File: src/rtl/multi_input_adder_stage.sv
// N-input unsigned adder stage with 2-phase bundled-data handshakes and a result FIFO.
// Optional macro ADDER_SATURATE_EN clamps narrow results instead of wrapping.
module multi_input_adder_stage #(
  parameter int unsigned N_IN        = 4,
  parameter int unsigned WIDTH       = 5,
  parameter int unsigned OUT_WIDTH   = 8,
  parameter int unsigned DEPTH       = 2,
  parameter int unsigned SYNC_STAGES = 2
) (
  input  logic                         clk,
  input  logic                         rst,
  input  logic                         l_req,
  output logic                         l_ack,
  input  logic [N_IN*WIDTH-1:0]        l_data,
  output logic                         r_req,
  input  logic                         r_ack,
  output logic [OUT_WIDTH-1:0]         r_data,
  output logic [$clog2(DEPTH+1)-1:0]   fifo_count,
  output logic                         sat_flag
);

  localparam int unsigned FW = WIDTH + $clog2(N_IN);
  localparam int unsigned CW = $clog2(DEPTH + 1);
  localparam int unsigned PW = (DEPTH > 1) ? $clog2(DEPTH) : 1;

  typedef enum logic {IDLE, WAIT_ACK} state_t;

  state_t               state;
  logic                 l_req_s;
  logic                 r_ack_s;
  logic [FW-1:0]        sum_full;
  logic [OUT_WIDTH-1:0] push_val;
  logic                 clamp;
  logic                 push;
  logic                 pop;
  logic [PW-1:0]        wr_ptr;
  logic [PW-1:0]        rd_ptr;
  logic [OUT_WIDTH-1:0] mem [DEPTH];

  // Handshake synchronisers; bypassed when both sides share this clock.
  generate
    if (SYNC_STAGES == 0) begin : g_nosync
      assign l_req_s = l_req;
      assign r_ack_s = r_ack;
    end else begin : g_sync
      logic [SYNC_STAGES-1:0] l_sync;
      logic [SYNC_STAGES-1:0] r_sync;
      always_ff @(posedge clk or negedge rst) begin
        if (!rst) begin
          l_sync <= '0;
          r_sync <= '0;
        end else begin
          l_sync[0] <= l_req;
          r_sync[0] <= r_ack;
          for (int i = 1; i < SYNC_STAGES; i++) begin
            l_sync[i] <= l_sync[i-1];
            r_sync[i] <= r_sync[i-1];
          end
        end
      end
      assign l_req_s = l_sync[SYNC_STAGES-1];
      assign r_ack_s = r_sync[SYNC_STAGES-1];
    end
  endgenerate

  // Full-precision sum of all zero-extended channels.
  always_comb begin
    sum_full = '0;
    for (int i = 0; i < N_IN; i++) begin
      sum_full = sum_full + FW'(l_data[i*WIDTH +: WIDTH]);
    end
  end

  generate
    if (OUT_WIDTH >= FW) begin : g_wide
      assign push_val = OUT_WIDTH'(sum_full);
      assign clamp    = 1'b0;
    end else begin : g_narrow
`ifdef ADDER_SATURATE_EN
      localparam logic [FW-1:0] MAX_OUT = FW'((64'd1 << OUT_WIDTH) - 64'd1);
      assign clamp    = (sum_full > MAX_OUT);
      assign push_val = clamp ? '1 : OUT_WIDTH'(sum_full);
`else
      assign clamp    = 1'b0;
      assign push_val = OUT_WIDTH'(sum_full);
`endif
    end
  endgenerate

  // A full FIFO stalls even if the head is popped this cycle.
  assign push = (l_req_s != l_ack) && (fifo_count < CW'(DEPTH));
  assign pop  = (state == IDLE) && (fifo_count != '0);

  always_ff @(posedge clk) begin
    if (push) mem[wr_ptr] <= push_val;
  end

  always_ff @(posedge clk or negedge rst) begin
    if (!rst) begin
      wr_ptr     <= '0;
      rd_ptr     <= '0;
      fifo_count <= '0;
      l_ack      <= 1'b0;
      sat_flag   <= 1'b0;
    end else begin
      if (push) begin
        wr_ptr   <= (wr_ptr == PW'(DEPTH - 1)) ? '0 : wr_ptr + PW'(1);
        l_ack    <= ~l_ack;
        sat_flag <= sat_flag | clamp;
      end
      if (pop) rd_ptr <= (rd_ptr == PW'(DEPTH - 1)) ? '0 : rd_ptr + PW'(1);
      case ({push, pop})
        2'b10:   fifo_count <= fifo_count + CW'(1);
        2'b01:   fifo_count <= fifo_count - CW'(1);
        default: fifo_count <= fifo_count;
      endcase
    end
  end

  // Output handshake FSM; r_data holds from launch until the matching ack.
  always_ff @(posedge clk or negedge rst) begin
    if (!rst) begin
      state  <= IDLE;
      r_req  <= 1'b0;
      r_data <= '0;
    end else begin
      case (state)
        IDLE: begin
          if (pop) begin
            r_data <= mem[rd_ptr];
            r_req  <= ~r_req;
            state  <= WAIT_ACK;
          end
        end
        WAIT_ACK: begin
          if (r_ack_s == r_req) state <= IDLE;
        end
        default: state <= IDLE;
      endcase
    end
  end

endmodule
File: config.mk
export PLATFORM = sky130hd
export DESIGN_NAME = multi_input_adder_stage
export DESIGN_NICKNAME = d
export VERILOG_FILES = /design/src/rtl/multi_input_adder_stage.sv
export SDC_FILE = /design/constraint.sdc
export NUM_CORES = 1
export LEC_CHECK = 0
export CAP_MARGIN = 20
export CORE_ASPECT_RATIO = 2
export CORE_UTILIZATION = 49
export DETAILED_ROUTE_END_ITERATION = 10
export GPL_TIMING_DRIVEN = 1
export HOLD_SLACK_MARGIN = 0.02
export PLACE_DENSITY = 0.79
export SYNTH_ARGS = -nofsm -noshare
export SYNTH_HDL_FRONTEND = slang
export SYNTH_SLANG_ARGS = --single-unit
File: constraint.sdc
create_clock -name clk -period 1.8 [get_ports clk]
set_input_delay 0.36 -clock clk [delete_from_list [all_inputs] [get_ports clk]]
set_output_delay 0.36 -clock clk [all_outputs]
set_load 0.02 [all_outputs]
==> impl_metrics.json, run 1 <==
{
  "num-nets-final": 220,
  "end_kind": "register",
  "synth_ff_type": "dfrtp_1",
  "final_cell_mix": "dfrtp_1 (18), clkdlybuf4s50_1 (18), inv_1 (16)",
  "fin_crit_sh": 1.32,
  "cts_tree": "built",
  "synth_top_family_by_area": "adder cells",
  "critPathKind": "primary input to register",
  "cts_made_buffers": 5,
  "vias": 1047,
  "wl_met2_um": 1730,
  "grtUsageTotal": 0.193,
  "synthArstFlopShare": 0.563,
  "finalCriticalPeriod_ps": 2380,
  "crit_fanout": 2,
  "failed_checks": "negative setup slack",
  "numPortBuffers": 34,
  "clk_pin_slew_worst_paths_ps": 60,
  "synthMuxAreaShare": 0.0501,
  "num_io_pins": 37,
  "synthTopCellsByArea": "dfrtp_1 (28%), edfxtp_1 (26%), fa_1 (12%)",
  "worstSkewPairLatency_ps": 280,
  "vias_per_cell": 4.96,
  "wl_um": 2760,
  "final_core_util": 0.707,
  "finalHoldViolations": 0,
  "synth_compound_area_frac": 0.0570,
  "synth_edf_count": 14,
  "cts_max_path_buffers": 2,
  "rsz0062_at_grt": "true",
  "leakage_nw": 1.04,
  "hp-class": "register to register",
  "hpwl_um": 2090,
  "wl_per_cell_um": 13.1,
  "cts_hold_buf": 0,
  "fin_area_sq_um": 2230,
  "synth_area_sq_um": 1620,
  "grt_pass1_vias": 1199,
  "drc_errors": 0,
  "grt_pass1_wl_um": 4970,
  "synth_fa_ha_area_frac": 0.177,
  "ctsRootBufferMaster": "clkbuf_8",
  "cp.required_ps": 1830,
  "dpl-instance-area_sq_um": 2070,
  "maxCapViolCount": 0,
  "gp_congestion": 0.733,
  "grt_max_degree": 19,
  "core-area_sq_um": 3160,
  "synth_area_per_cell_sq_um": 12.5,
  "die_area_sq_um": 3560,
  "finalSetupTns_ps": -4480,
  "layout_setup_ws_ps": -575,
  "start_util": 0.514,
  "ant_nets": 0,
  "wl_met3_um": 93,
  "synth_seq_cells": 32,
  "drive_gt1_frac": 0.278,
  "slew_viol_final": 0,
  "drtIter0Drc": 15,
  "grt_remaining_overflow": 0,
  "die_x_um": 42.7,
  "max_stage_delay_ps": 500,
  "critical_path.top_delay_family": "adder cells",
  "path_buf_inv": 3,
  "status": "complete, but fails checks",
  "seq_area_frac_synth": 0.536,
  "cp-start-kind": "primary input",
  "cts_sinks": 32,
  "powerDensity_nw_per_um2": 1580,
  "die_y_um": 83.4,
  "highest_layer": "met4",
  "yosys_warnings": 0,
  "area_growth_syn_to_layout_pct": 37.4,
  "post_synth_and_or_nand_nor_area_fraction": 0.0362,
  "dr.pass1.iters": 3,
  "core.rowCount": 29,
  "max_freq_mhz": 421,
  "r2r_slack_ps": 310,
  "htreeDepth": 2,
  "worstPathArrival_ps": 2400,
  "netlist.area_leader.share": 0.277,
  "setup_viol": 10,
  "cpMaxStageDelayCell": "fa_1",
  "antenna_found_initial": 0,
  "finClkSkew_ps": 8.97,
  "syn_inst": 130,
  "n_antenna_cell": 0,
  "synthDistinctLibCells": 21,
  "synth_xor_area_frac": 0.0593,
  "vdd_drop_max_uv": 930,
  "wl_met1_um": 802,
  "synth_top_area_cell": "dfrtp_1",
  "path_cells": "buf_6 > inv_2 > fa_1 > fa_1 > inv_2 > ha_4 > fa_2 > a21o_1 > a21oi_2 > xnor2_2",
  "finalPower_mw": 3.52
}
per-layer routing:
metal,up-vias,track usage
li1,501,-
met1,505,0.158
met2,31,0.361
met3,10,0.0435
met4,0,0.142
met5,-,0
kinds of logic after synthesis:
family | count (synthesis)
xor+xnor | 11
simple gates | 15
buf+inv | 32
other cells | 1
mux | 8
fa+ha+maj | 17
flops | 32
compound gates | 14
metrics by stage:
step	setup slack (ps)	cells	hold slack, ps
final	-575	211	348
after global routing	-645	211	358
after CTS	-629	210	351
after detailed placement	-1440	200	336
after global placement	-1360	200	334
after floorplan	-746	131	64.4
registers in the layout, indices dropped and copies added, names as in the netlist:
name,cells
l_ack,1
g_sync.l_sync,2
r_data,7
wr_ptr,1
state,1
fifo_count,2
rd_ptr,1
r_req,1
g_sync.r_sync,2
mem,14
synth_stat cells (all sizes together), types with 2 or more instances:
cell type,count
inv,28
dfrtp,18
edfxtp,14
fa,10
nand2,9
o21ai,8
ha,7
mux2i,7
xnor2,7
nor2,5
xor2,4
buf,3
a21oi,2
path summary, 6_finish.rpt:
kind	from	to	cells past startpoint
max	l_data[6]	mem[0][5]$_DFFE_PP_	10
max reg2reg	l_ack$_DFFE_PN0P_	fifo_count[1]$_DFFE_PN0P_	6
min in group asynchronous	rst	r_data[5]$_DFFE_PN0P_	2
min	g_sync.l_sync[0]$_DFF_PN0_	g_sync.l_sync[1]$_DFF_PN0_	0
min reg2reg	g_sync.l_sync[0]$_DFF_PN0_	g_sync.l_sync[1]$_DFF_PN0_	0
max in group asynchronous	rst	r_data[4]$_DFFE_PN0P_	2
final cells by class:
type / instances / area [sq um]
Fill cell: 226 / 926
Sequential cell: 32 / 871
Multi-Input combinational cell: 67 / 694
Timing Repair Buffer: 45 / 408
Inverter: 28 / 113
Clock buffer: 5 / 68.8
Tap cell: 31 / 38.8
Clock inverter: 3 / 37.5
worst register-to-register path, stage by stage (launching register included):
cell	delay [ps]
dfrtp_1	410
xor2_1	150
nand2b_1	160
ha_1	260
xnor2_1	140
nor2_1	160
xor2_1	150
power by group:
group / switching (mW) / total (mW) / leakage [nW] / internal (mW)
registers: 0.201 / 1.31 / 0.343 / 1.11
logic: 0.757 / 1.56 / 0.640 / 0.801
clock network: 0.249 / 0.652 / 0.0532 / 0.402
total: 1.21 / 3.52 / 1.04 / 2.31
repair_timing:
action,4_1_cts,5_1_grt
setup endpoints to repair,12,11
gates resized for setup,51,11
buffers inserted,2,1
pin swaps,21,10
(Power assumes the default switching activity.)
==> run 2: changes to the inputs <==
CORE_UTILIZATION = 45   (was 49)
PLACE_DENSITY = 0.77   (was 0.79)
clock period = 2.1 ns   (was 1.8 ns; I/O delays follow)
==> run 2 against run 1 <==
Effect of this change: the flow finishes with violations (design-rule violations, negative setup slack); critical path depth is the same; worst hold slack gained 11 ps; largest power group unchanged; sequential power shrank 15%; via count shrank 4.1%; largest cell class unchanged; non-clock buffer count shrank 4; routed wire length shrank 7.4%.
==> impl_metrics.json, run 2 (same netlist as run 1, synthesis figures left out) <==
{
  "status": "complete, but fails checks",
  "failed_checks": "design-rule violations, negative setup slack",
  "clockPowerShare": 0.197,
  "path_cells": "buf_8 > inv_8 > fa_1 > fa_1 > inv_2 > ha_4 > fa_2 > a21o_1 > a21oi_2 > xnor2_1",
  "grt_pass1_wl_um": 4530,
  "die_x_um": 44.5,
  "grt_max_degree": 19,
  "dpl-instance-area_sq_um": 2060,
  "num-nets-final": 216,
  "start_util": 0.475,
  "comb_power_share": 0.434,
  "vias": 1004,
  "numPortBuffers": 34,
  "finalSetupTns_ps": -1890,
  "cpMostUsedCell": "fa_1",
  "die_y_um": 87.0,
  "worst_slew_pin_slew_ps": 752,
  "dpl.cell_count": 215,
  "whs_ps": 359,
  "vdd_drop_max_uv": 622,
  "finalCriticalPeriod_ps": 2430,
  "grt_remaining_overflow": 0,
  "clk_pin_slew_worst_paths_ps": 60,
  "switching_share": 0.334,
  "grt_pass1_vias": 1100,
  "top_regs": "mem (14), r_data (7)",
  "fin_area_sq_um": 2230,
  "max_stage_delay_ps": 500,
  "wl_per_cell_um": 11.4,
  "grtUsageTotal": 0.162,
  "wl_um": 2560,
  "core-area_sq_um": 3420,
  "cts_tree": "built",
  "dr.pass1.iters": 7,
  "place_ws_ps": -1190,
  "cp.required_ps": 2120,
  "largest_register_ffs": 14,
  "p_int_mw": 2.00,
  "crit_fanout": 2,
  "critical_path.top_delay_family": "adder cells",
  "hp-class": "register to register",
  "layout_setup_ws_ps": -328,
  "maxCapViolCount": 0,
  "fin_crit_sh": 1.16,
  "max_slew_margin": 0.497,
  "fill_cells": 263,
  "path_buf_inv": 3,
  "drc_errors": 2,
  "setup_viol": 10,
  "seqPwrFrac": 0.369,
  "core.rowCount": 30,
  "final_common_cell": "clkdlybuf4s50_1",
  "cpMaxStageDelayCell": "fa_1",
  "cts_made_buffers": 5,
  "rsz0062_at_grt": "true",
  "slew_viol_final": 0,
  "regMostFlops": "mem",
  "area_growth_syn_to_layout_pct": 37.3,
  "antenna_found_initial": 0,
  "worstSkewPairLatency_ps": 280,
  "htreeDepth": 2,
  "cts_max_path_buffers": 2,
  "gp_congestion": 0.772,
  "finalHoldViolations": 0,
  "hpwl_um": 1930,
  "finClkSkew_ps": 1.76,
  "cts_sinks": 32,
  "critPathKind": "primary input to register",
  "ctsRootBufferMaster": "clkbuf_8",
  "max_freq_mhz": 412,
  "leakage_nw": 1.01,
  "worstPathArrival_ps": 2450,
  "layout.cells.non_filler": 224,
  "p_sw_mw": 1.00,
  "drtIter0Drc": 10,
  "n_antenna_cell": 0,
  "die_area_sq_um": 3870,
  "ant_nets": 0,
  "vias_per_cell": 4.48,
  "powerDensity_nw_per_um2": 1350,
  "cp-start-kind": "primary input",
  "end_kind": "register",
  "num_io_pins": 37,
  "final_cell_mix": "clkdlybuf4s50_1 (19), dfrtp_1 (18), inv_1 (15)",
  "drive_gt1_frac": 0.278
}
-- run 2: cell count changes in the layout (fill, tap and decap cells not counted), sizes merged --
cell	previous run	this run
buf	18	13
clkbuf	8	10
clkdlybuf4s15	2	1
clkdlybuf4s50	18	19
clkinv	2	1
dlygate4sd2	3	4
dlymetal6s2s	1	0
-- run 2: worst paths after layout --
path	start	end	slack, ps	cells after the start
min in group asynchronous	rst	g_sync.r_sync[0]$_DFF_PN0_	590	1
worst max register to register	g_sync.l_sync[1]$_DFF_PN0_	mem[1][1]$_DFFE_PP_	510	3
max in group asynchronous	rst	rd_ptr$_DFFE_PN0P_	1040	1
worst min-delay path	g_sync.l_sync[0]$_DFF_PN0_	g_sync.l_sync[1]$_DFF_PN0_	360	0
worst max-delay path	l_data[11]	mem[1][5]$_DFFE_PP_	-330	10
worst min register to register	g_sync.l_sync[0]$_DFF_PN0_	g_sync.l_sync[1]$_DFF_PN0_	360	0
-- run 2: worst reg2reg max path: stages (launching register included) --
cell,delay [ps]
dfrtp_1,390
xor2_1,170
nand2b_1,160
nor2_1,510
-- run 2: cell type report --
cell class / count / area, sq um / share of cell area
Clock buffer: 6 / 82.6 / 0.0370
Clock inverter: 2 / 33.8 / 0.0152
Inverter: 28 / 115 / 0.0516
Multi-Input combinational cell: 67 / 702 / 0.315
Sequential cell: 32 / 871 / 0.391
Tap cell: 48 / 60.1 / 0.0269
Timing Repair Buffer: 41 / 365 / 0.164
-- run 2: timing repair --
action / in CTS / in global routing
pin swaps: 19 / 13
setup buffers: 2 / 0
gates resized for setup: 44 / 20
hold buffers: 0 / 0
setup endpoints to repair: 12 / 10
-- run 2: layer usage --
layer	wire, um	track usage	part of all wire
met1	870	0.153	0.34
met2	1490	0.297	0.58
met3	103	0.0394	0.040
met4	88	0.0909	0.034
met5	0	0	0
-- run 2: metrics by stage --
step	total power, mW	utilization
after floorplan	1.90	-
after global placement	2.27	0.604
after detailed placement	2.33	0.604
after CTS	3.00	0.650
after global routing	3.22	0.653
final	3.01	0.653
-- run 2: power by group through the flow --
stage / clock network [mW] / logic (mW) / registers [mW]
floorplan: 0 / 0.690 / 1.21
global placement: 0 / 1.15 / 1.11
detailed placement: 0 / 1.21 / 1.13
CTS: 0.604 / 1.28 / 1.11
global route: 0.629 / 1.45 / 1.14
finish: 0.593 / 1.30 / 1.11
==> run 3: changes to the inputs <==
==> constraint.sdc (replaced) <==
create_clock -name clk -period 2.1 [get_ports clk]
set_input_delay 0.315 -clock clk [delete_from_list [all_inputs] [get_ports clk]]
set_output_delay 0.315 -clock clk [all_outputs]
set_load 0.02 [all_outputs]
==> run 3 against run 2 <==
Effect of this change: the run still ends with design-rule violations, negative setup slack left; global-route usage is 0.70 points lower; utilization is 0.92 points lower; clock power is 26% lower; sequential power hardly changed; largest power group unchanged; sequential share of layout area is 0.56 points higher; cell area is 1.4% lower; first-iteration DRC count is 20% higher; highest routed layer unchanged.
==> impl_metrics.json, run 3 (same netlist as run 1, synthesis figures left out) <==
{
  "final_core_util": 0.644,
  "vias": 1014,
  "setup_viol": 8,
  "worstPathArrival_ps": 2340,
  "die_x_um": 44.5,
  "maxCapViolCount": 0,
  "numPortBuffers": 34,
  "drc_errors": 1,
  "grtUsageTotal": 0.155,
  "finalPower_mw": 2.84,
  "clk_pin_slew_worst_paths_ps": 60,
  "regMostFlops": "mem",
  "cts_sinks": 32,
  "grt_remaining_overflow": 0,
  "die_y_um": 87.0,
  "worst_slew_pin_slew_ps": 574,
  "cpMaxStageDelayCell": "fa_1",
  "hp-class": "primary input to async pin",
  "fin_crit_sh": 1.11,
  "vdd_drop_max_uv": 599,
  "grt_pass1_vias": 1088,
  "largest_register_ffs": 14,
  "core.rowCount": 30,
  "dr.pass1.iters": 9,
  "max_slew_margin": 0.616,
  "num-nets-final": 217,
  "area_growth_syn_to_layout_pct": 35.4,
  "cts_made_buffers": 5,
  "seq_area_sq_um": 871,
  "rsz0062_at_grt": "true",
  "finalSetupTns_ps": -1190,
  "gp_congestion": 0.772,
  "slew_viol_final": 0,
  "num_io_pins": 37,
  "critPathKind": "primary input to register",
  "cts_hold_buf": 0,
  "drive_gt1_frac": 0.260,
  "antenna_found_initial": 0,
  "grt_pass1_wl_um": 4430,
  "wl_um": 2500,
  "crit_fanout": 2,
  "cts_max_path_buffers": 2,
  "final_cell_mix": "clkdlybuf4s50_1 (19), dfrtp_1 (18), inv_1 (17)",
  "cp.required_ps": 2120,
  "hpwl_um": 1880,
  "finClkSkew_ps": 5.57,
  "fill_cells": 245,
  "core-area_sq_um": 3420,
  "n_antenna_cell": 0,
  "ctsRootBufferMaster": "clkbuf_8",
  "grt_max_degree": 19,
  "finalHoldViolations": 0,
  "drtIter0Drc": 12,
  "final_common_cell": "clkdlybuf4s50_1",
  "ant_nets": 0,
  "fin_area_sq_um": 2200,
  "path_cells": "buf_6 > inv_2 > fa_1 > fa_1 > inv_2 > ha_4 > fa_2 > a21o_1 > a21oi_2 > xnor2_1",
  "cts_tree": "built",
  "r2r_cells": 2,
  "dpl-instance-area_sq_um": 2070,
  "max_stage_delay_ps": 510,
  "cp-start-kind": "primary input",
  "status": "complete, but fails checks",
  "die_area_sq_um": 3870,
  "failed_checks": "design-rule violations, negative setup slack",
  "finalCriticalPeriod_ps": 2320,
  "start_util": 0.475,
  "powerDensity_nw_per_um2": 1290,
  "max_freq_mhz": 431,
  "top_regs": "mem (14), r_data (7)",
  "leakage_nw": 1.00,
  "vias_per_cell": 4.51,
  "layout_setup_ws_ps": -223,
  "worstSkewPairLatency_ps": 270,
  "multi_input_area_sq_um": 694,
  "wl_per_cell_um": 11.1,
  "end_kind": "register",
  "htreeDepth": 2
}
run 3: changes by cell type in the layout (fill, tap and decap cells not counted), sizes merged:
cell,change
clkinvlp,+1
bufinv,-1
dlygate4sd2,+1
clkbuf,-1
buf,+1
run 3: worst paths after layout:
check | from | to | slack, ps
max | l_data[6] | mem[1][5]$_DFFE_PP_ | -220
min | rst | l_ack$_DFFE_PN0P_ | 360
max reg2reg | fifo_count[1]$_DFFE_PN0P_ | mem[1][5]$_DFFE_PP_ | 560
min reg2reg | g_sync.r_sync[0]$_DFF_PN0_ | g_sync.r_sync[1]$_DFF_PN0_ | 360
max in group asynchronous | rst | r_data[5]$_DFFE_PN0P_ | 1550
min in group clk | g_sync.r_sync[0]$_DFF_PN0_ | g_sync.r_sync[1]$_DFF_PN0_ | 360
run 3: stage by stage:
step	setup WS [ps]	instances	hold slack, ps
global route	-274	225	370
global placement	-1020	216	335
finish	-223	225	357
floorplan	-405	131	19.4
detailed placement	-1050	216	344
CTS	-267	225	359
run 3: critical path: cells and delay by family:
| kind | cells | cell delay (ps) |
|---|---|---|
| fa+ha+maj | 4 | 1490 |
| buf+inv | 3 | 150 |
| xor+xnor | 1 | 100 |
| compound gates | 2 | 300 |
run 3: power breakdown:
group / switching (mW) / internal (mW)
logic: 0.623 / 0.662
clock network: 0.208 / 0.231
registers: 0.161 / 0.953
run 3: routing by layer:
metal | up-vias | share of wire | GRT usage
met5 | - | 0 | 0
met4 | 0 | 0.032 | 0.0909
met3 | 8 | 0.042 | 0.0207
met2 | 39 | 0.58 | 0.278
met1 | 473 | 0.35 | 0.162
li1 | 494 | - | -
run 3: cell type report:
| cell class | instances | area share |
|---|---|---|
| Clock inverter | 2 | 0.00569 |
| Tap cell | 48 | 0.0273 |
| Sequential cell | 32 | 0.396 |
| Timing Repair Buffer | 42 | 0.171 |
| Inverter | 28 | 0.0512 |
| Multi-Input combinational cell | 67 | 0.316 |
| Clock buffer | 6 | 0.0330 |
run 3: repair_timing:
action / 4_1_cts / 5_1_grt
buffers inserted: 1 / 0
pin swaps: 20 / 13
cloned: 0 / 0
setup endpoints to repair: 12 / 10
gates resized for setup: 40 / 17
